**src/rtl/countdown_ctrl_pkg.sv**
```systemverilog
// Shared constants for the countdown control block: FSM state encoding and
// the default counter width.
package countdown_ctrl_pkg;

    typedef enum logic {
        IDLE = 1'b0,
        RUN  = 1'b1
    } state_t;

    localparam int WIDTH_DEFAULT = 6;

    // True when a countdown of this value finishes on the next enabled edge.
    function automatic logic is_last(input logic [31:0] value);
        return value == 32'd1;
    endfunction

endpackage

```
**src/rtl/countdown_ctrl_dcount_core.sv**
```systemverilog
// Falling-edge down counter built from T flip-flop cells with parallel load
// and asynchronous reset.
module tff_cell (
    input  logic clk,
    input  logic reset,
    input  logic ld,
    input  logic d,
    input  logic t,
    output logic q
);

    always_ff @(negedge clk or posedge reset) begin
        if (reset) begin
            q <= 1'b0;
        end else if (ld) begin
            q <= d;
        end else if (t) begin
            q <= ~q;
        end
    end

endmodule

module dcount_core #(
    parameter int WIDTH = countdown_ctrl_pkg::WIDTH_DEFAULT
) (
    input  logic             clk,
    input  logic             reset,
    input  logic             ld,
    input  logic [WIDTH-1:0] d,
    input  logic             dec,
    output logic [WIDTH-1:0] q
);

    // zlow[i] is high when every bit below i is zero, i.e. bit i borrows.
    logic [WIDTH-1:0] zlow;
    logic [WIDTH-1:0] tog;
    logic             nonzero;

    assign zlow[0] = 1'b1;
    assign nonzero = |q;

    genvar i;
    generate
        for (i = 1; i < WIDTH; i++) begin : g_chain
            assign zlow[i] = zlow[i-1] & ~q[i-1];
        end
        for (i = 0; i < WIDTH; i++) begin : g_bit
            // Gating with nonzero keeps the counter from wrapping below 0.
            assign tog[i] = dec & nonzero & zlow[i];
            tff_cell u_tff (
                .clk   (clk),
                .reset (reset),
                .ld    (ld),
                .d     (d[i]),
                .t     (tog[i]),
                .q     (q[i])
            );
        end
    endgenerate

endmodule

```
**src/rtl/countdown_ctrl.sv**
```systemverilog
// Loadable countdown controller: IDLE/RUN FSM on the falling clock edge that
// drives a down counter and reports busy and a one-cycle done pulse.
module countdown_ctrl
    import countdown_ctrl_pkg::*;
#(
    parameter int WIDTH = WIDTH_DEFAULT
) (
    input  logic             clk,
    input  logic             reset,
    input  logic             load,
    input  logic [WIDTH-1:0] load_val,
    input  logic             enable,
    output logic [WIDTH-1:0] count,
    output logic             busy,
    output logic             done
);

    state_t state;
    logic   dec;
    logic   load_zero;

    assign load_zero = (load_val == '0);

    // Load takes priority; the counter only moves while running.
    assign dec = (state == RUN) && enable && !load;

    dcount_core #(.WIDTH(WIDTH)) u_core (
        .clk   (clk),
        .reset (reset),
        .ld    (load),
        .d     (load_val),
        .dec   (dec),
        .q     (count)
    );

    always_ff @(negedge clk or posedge reset) begin
        if (reset) begin
            state <= IDLE;
            busy  <= 1'b0;
            done  <= 1'b0;
        end else begin
            done <= 1'b0;
            if (load) begin
                // A restart in RUN silently drops the old countdown.
                if (load_zero) begin
                    state <= IDLE;
                    busy  <= 1'b0;
                    done  <= 1'b1;
                end else begin
                    state <= RUN;
                    busy  <= 1'b1;
                end
            end else if (state == RUN && enable && is_last(32'(count))) begin
                state <= IDLE;
                busy  <= 1'b0;
                done  <= 1'b1;
            end
        end
    end

endmodule

```
**config.mk**
```make
export PLATFORM = sky130hd
export DESIGN_NAME = countdown_ctrl
export DESIGN_NICKNAME = d
export VERILOG_FILES = /design/src/rtl/countdown_ctrl_pkg.sv /design/src/rtl/countdown_ctrl_dcount_core.sv /design/src/rtl/countdown_ctrl.sv
export SDC_FILE = /design/constraint.sdc
export NUM_CORES = 1
export LEC_CHECK = 0
export BUFFER_PORTS_ARGS = -buffer_cell sky130_fd_sc_hd__clkbuf_2
export CAP_MARGIN = 20
export CORE_AREA = 2 2 39 41
export CTS_CLUSTER_SIZE = 14
export DETAILED_ROUTE_END_ITERATION = 6
export DIE_AREA = 0 0 41 43
export PLACE_DENSITY_LB_ADDON = 0.15
export RECOVER_POWER = 25
export SYNTH_ARGS = -nofsm -noshare
export SYNTH_HDL_FRONTEND = slang
export SYNTH_SLANG_ARGS = --single-unit
```
**constraint.sdc**
```tcl
create_clock -name clk -period 1.5 [get_ports clk]
set_input_delay 0.225 -clock clk [delete_from_list [all_inputs] [get_ports clk]]
set_output_delay 0.225 -clock clk [all_outputs]
set_load 0.01 [all_outputs]
```
== Word-level counts from Yosys, hierarchy flattened ==
Cells that the tools add are included.

* Word-level logic and storage cells: 56
* Register bits after elaboration: 8

* Muxes and demuxes: 18
* Equal/unequal tests: 1
* Reductions and logical operators: 13
* Bitwise operators: 16

{| class="wikitable"
|+ Operators with widths
! cell !! number
|-
| $mux 1 || 18
|-
| $reduce_bool 2->1 || 7
|-
| $and 1x1->1 || 10
|-
| $eq 6x1->1 const B || 1
|-
| $logic_not 6->1 || 1
|-
| $not 1->1 || 6
|-
| $reduce_or 6->1 || 1
|-
| $logic_and 1x1->1 || 3
|-
| $logic_not 1->1 || 1
|}

== Depth between registers and ports, before layout ==
* Depth in word-level cells: 8
* Gate-level depth with buffers: 4
* Depth with buffers taken out: 3

== By module ==
Synthesis repeated with hierarchy kept, for this count alone.

* Cells, all modules: 58
* Area, all modules: 520.5 um^2

{| class="wikitable"
|+ Modules (own cells, without submodules)
! module !! area an instance (um^2) !! instances !! cells each
|-
| tff_cell || 46.3 || 6 || 5
|-
| countdown_ctrl || 141.4 || 1 || 14
|-
| dcount_core || 101.3 || 1 || 14
|}

==> impl_metrics.csv <==
group,metric,value,unit
detailed_routing,drt-initial-drc-count,9,
setup_path,crit_family,"flip-flops",
synth,avgSynthCellArea,9.84,µm²
place,port_buffers,17,
detailed_routing,detail_route.vias_per_cell,5.19,
job,cap_violations,0,
place,routabilityCongestion,0.832,
clocking,cts_num_sinks,8,
setup_path,cp.arrival,1.56,ns
place,dp_hpwl,900,µm
detailed_routing,wl_met2,633,µm
floorplanning,dieWidth,41,µm
setup_path,cpMaxStageDelayCell,"dfrtn_1",
detailed_routing,route.detailed.drc,0,
floorplanning,fp.dieH,43,µm
synth,yosysSeqAreaShare,38.4,%
clocking,cts_tree,"built",
setup_path,worst_ep_required_time,1.27,ns
floorplanning,io_pins,18,
synth,synth.distinct_cells,29,
clocking,root_buffer,"clkbuf_4",
synth,syn_inst,53,
min_path,hp-class,"input pin to asynchronous set/reset pin",
synth,synth_top_family_by_area,"simple AND/OR/NAND/NOR gates",
synth,synth-xor-area-share,0,%
detailed_routing,wl_met3,63,µm
floorplanning,coreArea,0.00138,mm²
setup_path,cpPeakStageDelay,0.41,ns
sta,finClkSkew,0.000217,ns
sta,report.final.slew_viol_count,0,
pwr,p_per_area,797,mW/mm²
detailed_routing,met1Wirelength,555,µm
cells_and_area,layout.nets,97,
clocking,path_clk_slew,0.04,ns
synth,synthMuxAreaShare,3.84,%
clocking,clock_latency,0.27,ns
floorplanning,die-area,0.00176,mm²
cells_and_area,layout-drive-gt1-share,62.4,%
detailed_routing,wl_per_cell,12.7,µm
global_routing,track_usage,18.5,%
clocking,cts.htree.levels,1,
setup_path,critPathKind,"flop to output port",
cells_and_area,area_growth,65.7,%
pwr,peakVddDrop,423,µV
synth,synth_fa_ha_area_share,0,%
setup_path,worstSetupStartpoint,"u_core.g_bit[5].u_tff.q",
setup_path,path_buf_inv,1,
synth,yosys_warnings,0,
clocking,clk_path_buf_depth,2,
setup_path,end_kind,"output port",
cells_and_area,n_antenna_cell,0,
setup_path,path_cells,"buf_2",
synth,synth_compound_area_share,21.1,%
global_routing,overflow,0,
global_routing,grt_pass1_wl,2130,µm
detailed_routing,vias,524,
cells_and_area,utilization,62.5,%
run_status,violations,"negative setup slack",
setup_path,reg2reg_slack,0.08,ns
synth,ys_ff_latch,8,
setup_path,r2r-end,"u_core.g_bit[1].u_tff.q",
pwr,p_leak,0.382,nW
detailed_routing,firstDrtPassIters,3,
detailed_routing,wl,1280,µm
setup_path,start_kind,"flop",
detailed_routing,drtAntennaViolNets,0,
sta,finalWorstSetupSlack,-0.289,ns
sta,setup_viol,12,
clocking,numCtsBuffers,3,
sta,tightest_slew,0.314,ns
synth,yosys.area_share.simple,23.0,%
detailed_routing,top_layer_used,"met4",
setup_path,worstRegToRegCells,7,
synth,synth_fp_nets,63,
sta,whs,0.522,ns
global_routing,grt_pass1_vias,508,
floorplanning,initial_core_util,37.7,%
setup_path,reg2reg_from,"u_core.g_bit[5].u_tff.q",
setup_path,path_max_fanout,2,
synth,synth.cell_area,522,µm²
floorplanning,placementRows,14,
sta,slew_headroom,79.0,%
cells_and_area,nFillCells,124,
sta,rsz0062_at_grt,"yes",
global_routing,grt_max_degree,10,
global_routing,antenna_found_initial,0,
run_status,status,"finished, violations left",
sta,finalHoldViolations,0,
-- state kept, by name, indices dropped and copies added, names as in the netlist --
name	count
done	1
state	1
u_core.g_bit.u_tff.q	6
-- logic make-up (layout without fill, tap and decap cells) --
group,count (synthesis),after routing
compound gates,15,15
flops,8,8
simple gates,17,17
mux,2,2
buf+inv,11,43
-- Yosys cell counts --
master     instances  area [µm²]
dfrtn_1            8         200
buf_4              6        45.0
inv_1              3        11.3
nand2_1            3        11.3
nor2_1             3        11.3
a21oi_1            2        10.0
a2bb2oi_1          2        17.5
mux2i_1            2        20.0
nand3_1            2        10.0
o21ai_0            2        10.0
or4_1              2        15.0
a211o_1            1        8.76
a21o_1             1        7.51
a31o_2             1        8.76
a31oi_1            1        6.26
buf_6              1        11.3
clkbuf_1           1        3.75
nand4_1            1        6.26
nand4bb_4          1        27.5
nor3_1             1        5.00
nor4_1             1        6.26
nor4_2             1        12.5
nor4b_1            1        8.76
o211ai_1           1        7.51
o311ai_0           1        8.76
o31ai_1            1        7.51
o32ai_1            1        8.76
o41ai_1            1        8.76
or2_2              1        6.26
-- cell usage in the layout (no fill, tap or decap), drive strengths merged --
| master | synthesis | routed |
|---|---|---|
| a31o | 1 | 1 |
| nor4b | 1 | 1 |
| o32ai | 1 | 1 |
| or2 | 1 | 1 |
| nand3 | 2 | 2 |
| a31oi | 1 | 1 |
| nor2 | 3 | 3 |
| o41ai | 1 | 1 |
| mux2i | 2 | 2 |
| a21o | 1 | 1 |
| clkinvlp | 0 | 1 |
| nand4 | 1 | 1 |
| or4 | 2 | 2 |
| o211ai | 1 | 1 |
| clkbuf | 1 | 9 |
| nand2 | 3 | 3 |
| nor4 | 2 | 2 |
| o311ai | 1 | 1 |
| buf | 7 | 31 |
| a2bb2oi | 2 | 2 |
| inv | 3 | 2 |
| nand4bb | 1 | 1 |
| a21oi | 2 | 2 |
| dfrtn | 8 | 8 |
| o21ai | 2 | 2 |
| o31ai | 1 | 1 |
| a211o | 1 | 1 |
| nor3 | 1 | 1 |
-- through the flow --
step | cells | setup WS (ns) | TNS [ns] | total power [mW] | area [µm²]
5_1_grt | 101 | -0.317 | -2.89 | 0.736 | 865
2_1_floorplan | 53 | -0.362 | -1.93 | 0.401 | 556
3_5_place_dp | 94 | -0.388 | -2.45 | 0.469 | 702
4_1_cts | 100 | -0.303 | -2.49 | 0.666 | 792
3_3_place_gp | 94 | -0.364 | -2.41 | 0.468 | 702
6_report | 101 | -0.289 | -2.37 | 0.689 | 865
-- routing by layer --
layer	vias up	track usage, %
met5	-	0
li1	261	-
met3	4	4.71
met2	14	27.8
met1	245	23.1
met4	0	10.0
-- what timing repair did --
action / CTS / global route
gates resized for setup: 9 / 24
endpoints found under the hold margin: 0 / 0
buffers inserted: 3 / 1
pin swaps: 6 / 6
hold buffers: 0 / 0
endpoints found under the setup margin: 15 / 14
-- power by group --
part	leakage [nW]	switching, mW	total (mW)	internal [mW]
clock network	0.0138	0.0777	0.170	0.0919
registers	0.0947	0.0108	0.253	0.242
logic	0.273	0.128	0.267	0.139
total	0.382	0.217	0.689	0.473
-- final cells by class --
type                    instances  area [µm²]  share of cell area, %
inverters                       3        15.0                   1.74
clock buffers                   3        22.5                   2.60
well taps                      16        20.0                   2.32
flip-flops and latches          8         200                   23.2
multi-input cells              34         317                   36.6
repair buffers                 37         290                   33.6
-- worst max path at each step --
stage	end	slack [ns]	cells past startpoint
finish	count[5]	-0.29	1
global route	count[5]	-0.32	1
CTS	count[2]	-0.30	1
detailed placement	u_core.g_bit[5].u_tff.q	-0.39	4
global placement	u_core.g_bit[5].u_tff.q	-0.36	4
floorplan	u_core.g_bit[3].u_tff.q	-0.36	4
No activity file was read; power rests on OpenSTA's default activity.
